===== src/rtl/alu_op_sequencer.sv =====
// alu_op_sequencer: valid/ready sequencer that decodes ALU opcodes into one-hot strobes, holds them for
// the op latency, captures the 64-bit result and updates HI/LO. Optional macro: ALU_SEQ_DIV0_TRAP_EN.
`default_nettype none

module alu_op_sequencer #(
   parameter int MUL_CYCLES = 4,
   parameter int DIV_CYCLES = 32
) (
   input  logic        clock,
   input  logic        clear_n,
   input  logic        req_valid,
   output logic        req_ready,
   input  logic [4:0]  req_op,
   input  logic [31:0] req_a,
   input  logic [31:0] req_b,
   output logic [31:0] alu_a,
   output logic [31:0] alu_b,
   output logic [12:0] alu_ctl,
   input  logic [31:0] alu_chigh,
   input  logic [31:0] alu_clow,
   output logic        rsp_valid,
   input  logic        rsp_ready,
   output logic [31:0] rsp_hi,
   output logic [31:0] rsp_lo,
   output logic        rsp_err,
   output logic [31:0] hi_q,
   output logic [31:0] lo_q,
   output logic        busy
);

   localparam logic [4:0] OP_ADD  = 5'b00011;
   localparam logic [4:0] OP_SUB  = 5'b00100;
   localparam logic [4:0] OP_SHR  = 5'b00101;
   localparam logic [4:0] OP_SHRA = 5'b00110;
   localparam logic [4:0] OP_SHL  = 5'b00111;
   localparam logic [4:0] OP_ROR  = 5'b01000;
   localparam logic [4:0] OP_ROL  = 5'b01001;
   localparam logic [4:0] OP_AND  = 5'b01010;
   localparam logic [4:0] OP_OR   = 5'b01011;
   localparam logic [4:0] OP_MUL  = 5'b01111;
   localparam logic [4:0] OP_DIV  = 5'b10000;
   localparam logic [4:0] OP_NEG  = 5'b10001;
   localparam logic [4:0] OP_NOT  = 5'b10010;

   localparam logic [5:0] MUL_N = 6'(MUL_CYCLES);
   localparam logic [5:0] DIV_N = 6'(DIV_CYCLES);

   if (MUL_CYCLES < 1 || MUL_CYCLES > 63 || DIV_CYCLES < 1 || DIV_CYCLES > 63) begin : g_bad_cycles
      $error("alu_op_sequencer: MUL_CYCLES and DIV_CYCLES must lie in 1..63");
   end

   typedef enum logic [1:0] {
      IDLE = 2'd0,
      EXEC = 2'd1,
      DONE = 2'd2
   } state_t;

   state_t      state;
   state_t      state_nxt;
   logic [4:0]  op_q;
   logic [5:0]  cnt;
   logic        req_legal;
   logic        div0_trap;
   logic        accept;
   logic        finish;

   // Zero result means an illegal opcode.
   function automatic logic [12:0] decode(input logic [4:0] op);
      logic [12:0] ctl;
      ctl = 13'd0;
      case (op)
         OP_ADD:  ctl[0]  = 1'b1;
         OP_SUB:  ctl[1]  = 1'b1;
         OP_MUL:  ctl[2]  = 1'b1;
         OP_DIV:  ctl[3]  = 1'b1;
         OP_AND:  ctl[4]  = 1'b1;
         OP_OR:   ctl[5]  = 1'b1;
         OP_SHR:  ctl[6]  = 1'b1;
         OP_SHRA: ctl[7]  = 1'b1;
         OP_SHL:  ctl[8]  = 1'b1;
         OP_ROR:  ctl[9]  = 1'b1;
         OP_ROL:  ctl[10] = 1'b1;
         OP_NEG:  ctl[11] = 1'b1;
         OP_NOT:  ctl[12] = 1'b1;
         default: ctl     = 13'd0;
      endcase
      return ctl;
   endfunction

`ifdef ALU_SEQ_DIV0_TRAP_EN
   assign div0_trap = (req_op == OP_DIV) && (req_b == 32'd0);
`else
   assign div0_trap = 1'b0;
`endif

   assign req_legal = (|decode(req_op)) && !div0_trap;
   assign accept    = (state == IDLE) && req_valid;
   assign finish    = (state == EXEC) && (cnt == 6'd1);

   always_ff @(posedge clock or negedge clear_n) begin
      if (!clear_n) begin
         state <= IDLE;
      end else begin
         state <= state_nxt;
      end
   end

   always_comb begin
      state_nxt = state;
      req_ready = 1'b0;
      rsp_valid = 1'b0;
      busy      = 1'b1;
      alu_ctl   = 13'd0;
      case (state)
         IDLE: begin
            req_ready = 1'b1;
            busy      = 1'b0;
            if (req_valid) begin
               state_nxt = req_legal ? EXEC : DONE;
            end
         end
         EXEC: begin
            alu_ctl = decode(op_q);
            if (cnt == 6'd1) begin
               state_nxt = DONE;
            end
         end
         DONE: begin
            rsp_valid = 1'b1;
            if (rsp_ready) begin
               state_nxt = IDLE;
            end
         end
         default: state_nxt = IDLE;
      endcase
   end

   always_ff @(posedge clock or negedge clear_n) begin
      if (!clear_n) begin
         op_q    <= 5'd0;
         alu_a   <= 32'd0;
         alu_b   <= 32'd0;
         cnt     <= 6'd0;
         rsp_hi  <= 32'd0;
         rsp_lo  <= 32'd0;
         rsp_err <= 1'b0;
         hi_q    <= 32'd0;
         lo_q    <= 32'd0;
      end else begin
         if (accept) begin
            op_q  <= req_op;
            alu_a <= req_a;
            alu_b <= req_b;
            if (req_legal) begin
               cnt <= (req_op == OP_MUL) ? MUL_N : (req_op == OP_DIV) ? DIV_N : 6'd1;
            end else begin
               rsp_err <= 1'b1;
               rsp_hi  <= 32'd0;
               rsp_lo  <= 32'd0;
            end
         end
         if (state == EXEC) begin
            cnt <= cnt - 6'd1;
         end
         if (finish) begin
            rsp_hi  <= alu_chigh;
            rsp_lo  <= alu_clow;
            rsp_err <= 1'b0;
            // Only MUL/DIV are architecturally visible through HI/LO.
            if (op_q == OP_MUL || op_q == OP_DIV) begin
               hi_q <= alu_chigh;
               lo_q <= alu_clow;
            end
         end
      end
   end

endmodule

`default_nettype wire


===== config.mk =====
export PLATFORM = sky130hd
export DESIGN_NAME = alu_op_sequencer
export DESIGN_NICKNAME = d
export VERILOG_FILES = /design/src/rtl/alu_op_sequencer.sv
export SDC_FILE = /design/constraint.sdc
export NUM_CORES = 1
export LEC_CHECK = 0
export CELL_PAD_IN_SITES_DETAIL_PLACEMENT = 0
export CELL_PAD_IN_SITES_GLOBAL_PLACEMENT = 1
export CORE_ASPECT_RATIO = 1.4
export CORE_MARGIN = 2
export CORE_UTILIZATION = 33
export CTS_CLUSTER_SIZE = 25
export DETAILED_ROUTE_END_ITERATION = 7
export GPL_TIMING_DRIVEN = 0
export PLACE_DENSITY_LB_ADDON = 0.15
export RECOVER_POWER = 25
export SLEW_MARGIN = 5
export SYNTH_ARGS = -nofsm -noshare
export SYNTH_HDL_FRONTEND = slang
export SYNTH_SLANG_ARGS = --single-unit

===== constraint.sdc =====
create_clock -name clock -period 2.4 [get_ports clock]
set_input_delay 0.24 -clock clock [delete_from_list [all_inputs] [get_ports clock]]
set_output_delay 0.24 -clock clock [all_outputs]
set_load 0.03 [all_outputs]

==> results.py <==
metrics = {
    "routing": {
        "drc": 0,
        "final_antenna_net_count": 0,
        "met2_length_um": 11700,
        "drtPass1Iterations": 6,
        "m1WireLength_um": 10700,
        "top_layer": "met4",
        "vias": 6860,
        "drt_iter0_drc": 218,
        "finalWirelength_um": 25000,
        "vias_per_cell": 4.54,
        "wl_per_cell_um": 16.6,
        "wl_met3_um": 2330,
    },
    "die": {
        "num_rows": 70,
        "io_pins": 346,
        "die_w_um": 141,
        "initial_core_util": 0.334,
        "core-area_um2": 26000,
        "dieArea_um2": 27700,
        "dieHeight_um": 196,
    },
    "synthesis": {
        "synth-compound-area-share": 0.0728,
        "yosysWarnings": 0,
        "synth_edf_count": 0,
        "synth_flop_cell": "dfrtp_1",
        "synth_mux_area_frac": 0.110,
        "synth_top_cell_area_share": 0.593,
        "synthSimpleGateAreaFrac": 0.155,
        "ys_seq_area_frac": 0.593,
        "synth_xor_area_frac": 0.00101,
        "synth_cell_types": 45,
        "syn-num-nets": 938,
        "synth_async_sr_flop_share": 1.00,
        "synth_area_leaders": "dfrtp_1 59%, nand2_1 12%, mux2_4 10%, o31ai_1 5.5%, inv_1 3.1%",
        "synth_fa_ha_area_frac": 0.00288,
        "synth_area_um2": 8690,
        "synth_top_family_by_area": "simple AND/OR/NAND/NOR gates",
        "ys_ff_latch": 206,
        "synthCells": 799,
        "synth_top_area_cell": "dfrtp_1",
        "syn_area_per_cell_um2": 10.9,
    },
    "timing": {
        "relSlewSlack": 0.0580,
        "finalCritPeriodShare": 0.960,
        "slew_violations": 0,
        "rsz0062_at_grt": "yes",
        "hold_violations": 0,
        "worstMarginPinSlew_ns": 1.41,
        "timing.fmax_mhz": 434,
        "finClkSkew_ns": 0.0103,
        "fin_crit_ns": 2.30,
        "setup_tns_ns": 0,
        "timing.final.ws_setup_ns": 0.0972,
        "setup_viol": 0,
    },
    "placement": {
        "post-place-ws_ns": -0.131,
        "io_buffers": 345,
        "place.gp.congestion": 0.737,
        "dp_hpwl_um": 18200,
    },
    "critical_path": {
        "crit_arrival_ns": 2.06,
        "crit_type": "reg -> out",
        "cp.required_ns": 2.16,
        "startpoint_type": "flop",
        "path_max_fanout": 8,
        "critPathCaptureType": "output port",
    },
    "layout": {
        "fillerInstances": 2419,
        "syn_to_final_growth_pct": 52.4,
        "layout.nets": 1310,
        "register_area_um2": 5150,
        "multi_input_area_um2": 2980,
        "drive_gt1_frac": 0.116,
        "post-route-util": 0.509,
    },
    "clock_network": {
        "cts_tree": "yes",
        "htree_levels": 1,
        "root_buffer": "clkbuf_16",
        "clock-sinks": 206,
        "clock_path_buffers": 3,
        "clock_latency_ns": 0.50,
        "post_cts_buffers": 0,
        "numCtsBuffers": 23,
        "clk_pin_slew_ns": 0.06,
    },
    "global_route": {
        "grtUsageTotal": 0.180,
        "grt_max_degree": 110,
        "grt_pass1_vias": 7039,
        "antenna_found_initial": 1,
        "overflow": 0,
        "grt_pass1_wl_um": 40200,
    },
    "power": {
        "powerDensity_nw_per_um2": 1090,
        "irDropWorstVdd_mv": 0.707,
        "power_leakage_nw": 6.04,
        "total_power_mw": 14.5,
    },
    "outcome": {
        "status": "finished clean",
    },
    "hold_path": {
        "hold_path.class": "in -> reg",
    },
    "flow_run": {
        "cap_violations": 0,
    },
}
worst paths after layout:
kind	start	to	slack [ns]	depth (start not counted)
worst max-delay path	state[1]	req_ready	0.1	3
worst min-delay path	req_a[28]	alu_a[28]	0.26	3
max in group asynchronous	clear_n	alu_a[9]	0.48	3
worst max register to register	state[1]	rsp_lo[19]	0.30	7
worst min register to register	alu_b[28]	alu_b[28]	0.47	2
min in group asynchronous	clear_n	hi_q[10]	0.64	2
through the flow:
| step | hold WS (ns) | cells | instance area (µm²) |
|---|---|---|---|
| finish | 0.262 | 1512 | 13200 |
| detailed placement | 0.345 | 1469 | 12600 |
| global placement | 0.457 | 1468 | 12500 |
| global route | 0.247 | 1512 | 13200 |
| floorplan | -0.0556 | 799 | 8690 |
| CTS | 0.236 | 1511 | 13300 |
cell usage after synthesis, drive strengths merged (2+ instances only):
cell	count
a21oi	2
o211a	2
nand3b	3
nor3	5
nand4	2
ha	2
nand2	278
nor4	2
mux2	64
dfrtp	206
a211oi	2
nor2	13
nand2b	6
or2	2
nor3b	3
a211o	2
buf	27
o21ai	4
clkbuf	18
inv	72
nor2b	4
o31ai	64
worst max-delay path, stage by stage, from the launching register on:
cell and delay [ns]:
dfrtp_1 0.48, or2_2 0.37, inv_1 0.06, clkdlybuf4s50_1 0.66
registers in the layout, summed over array words and instances (netlist names):
signal   flops
alu_a       32
alu_b       32
cnt          6
hi_q        32
lo_q        32
op_q         5
rsp_err      1
rsp_hi      32
rsp_lo      32
state        2
layout by cell type (no fill, tap or decap), types with 6 or more instances in the layout:
cell type and n:
clkdlybuf4s50_1 331, nand2_1 278, dfrtp_1 206, clkbuf_16 23, buf_2 18, mux2_4 60, o31ai_1 64, nor2_1 13
buf_12 7, nand2b_1 6, dlygate4sd2_1 8, inv_1 72, clkbuf_1 27
repair_timing:
action / CTS / global route
resized for setup: 13 / 12
hold buffers: 1 / 0
hold endpoints to repair: 97 / 0
endpoints found under the setup margin: 13 / 27
logic make-up (layout without fill, tap and decap cells):
kind of cell	Yosys count	after routing
fa+ha+maj	2	2
compound gates	84	84
simple gates	324	324
xor+xnor	1	1
mux	65	65
buf+inv	117	505
other cells	0	1
flops	206	206
where the power goes:
part / switching (mW) / internal (mW) / total, mW
clock network: 1.42 / 1.90 / 3.32
registers: 0.623 / 4.45 / 5.07
logic: 3.55 / 2.53 / 6.09
cell type report:
cell class                      count  area share
Antenna cell                        1    0.000189
Buffer                             45      0.0224
Clock buffer                       36      0.0502
Sequential cell                   206       0.389
Tap cell                          324      0.0306
Inverter                           72      0.0204
Multi-Input combinational cell    476       0.225
Timing Repair Buffer              347       0.260
Clock inverter                      5     0.00208
layer usage:
layer  global-route usage  vias to the layer above
met5                    0                        -
met1                0.237                     3229
met2                0.293                      279
li1                     -                     3325
met3               0.0559                       27
met4               0.0356                        0
Note: power is estimated with default switching activity, not from simulation.
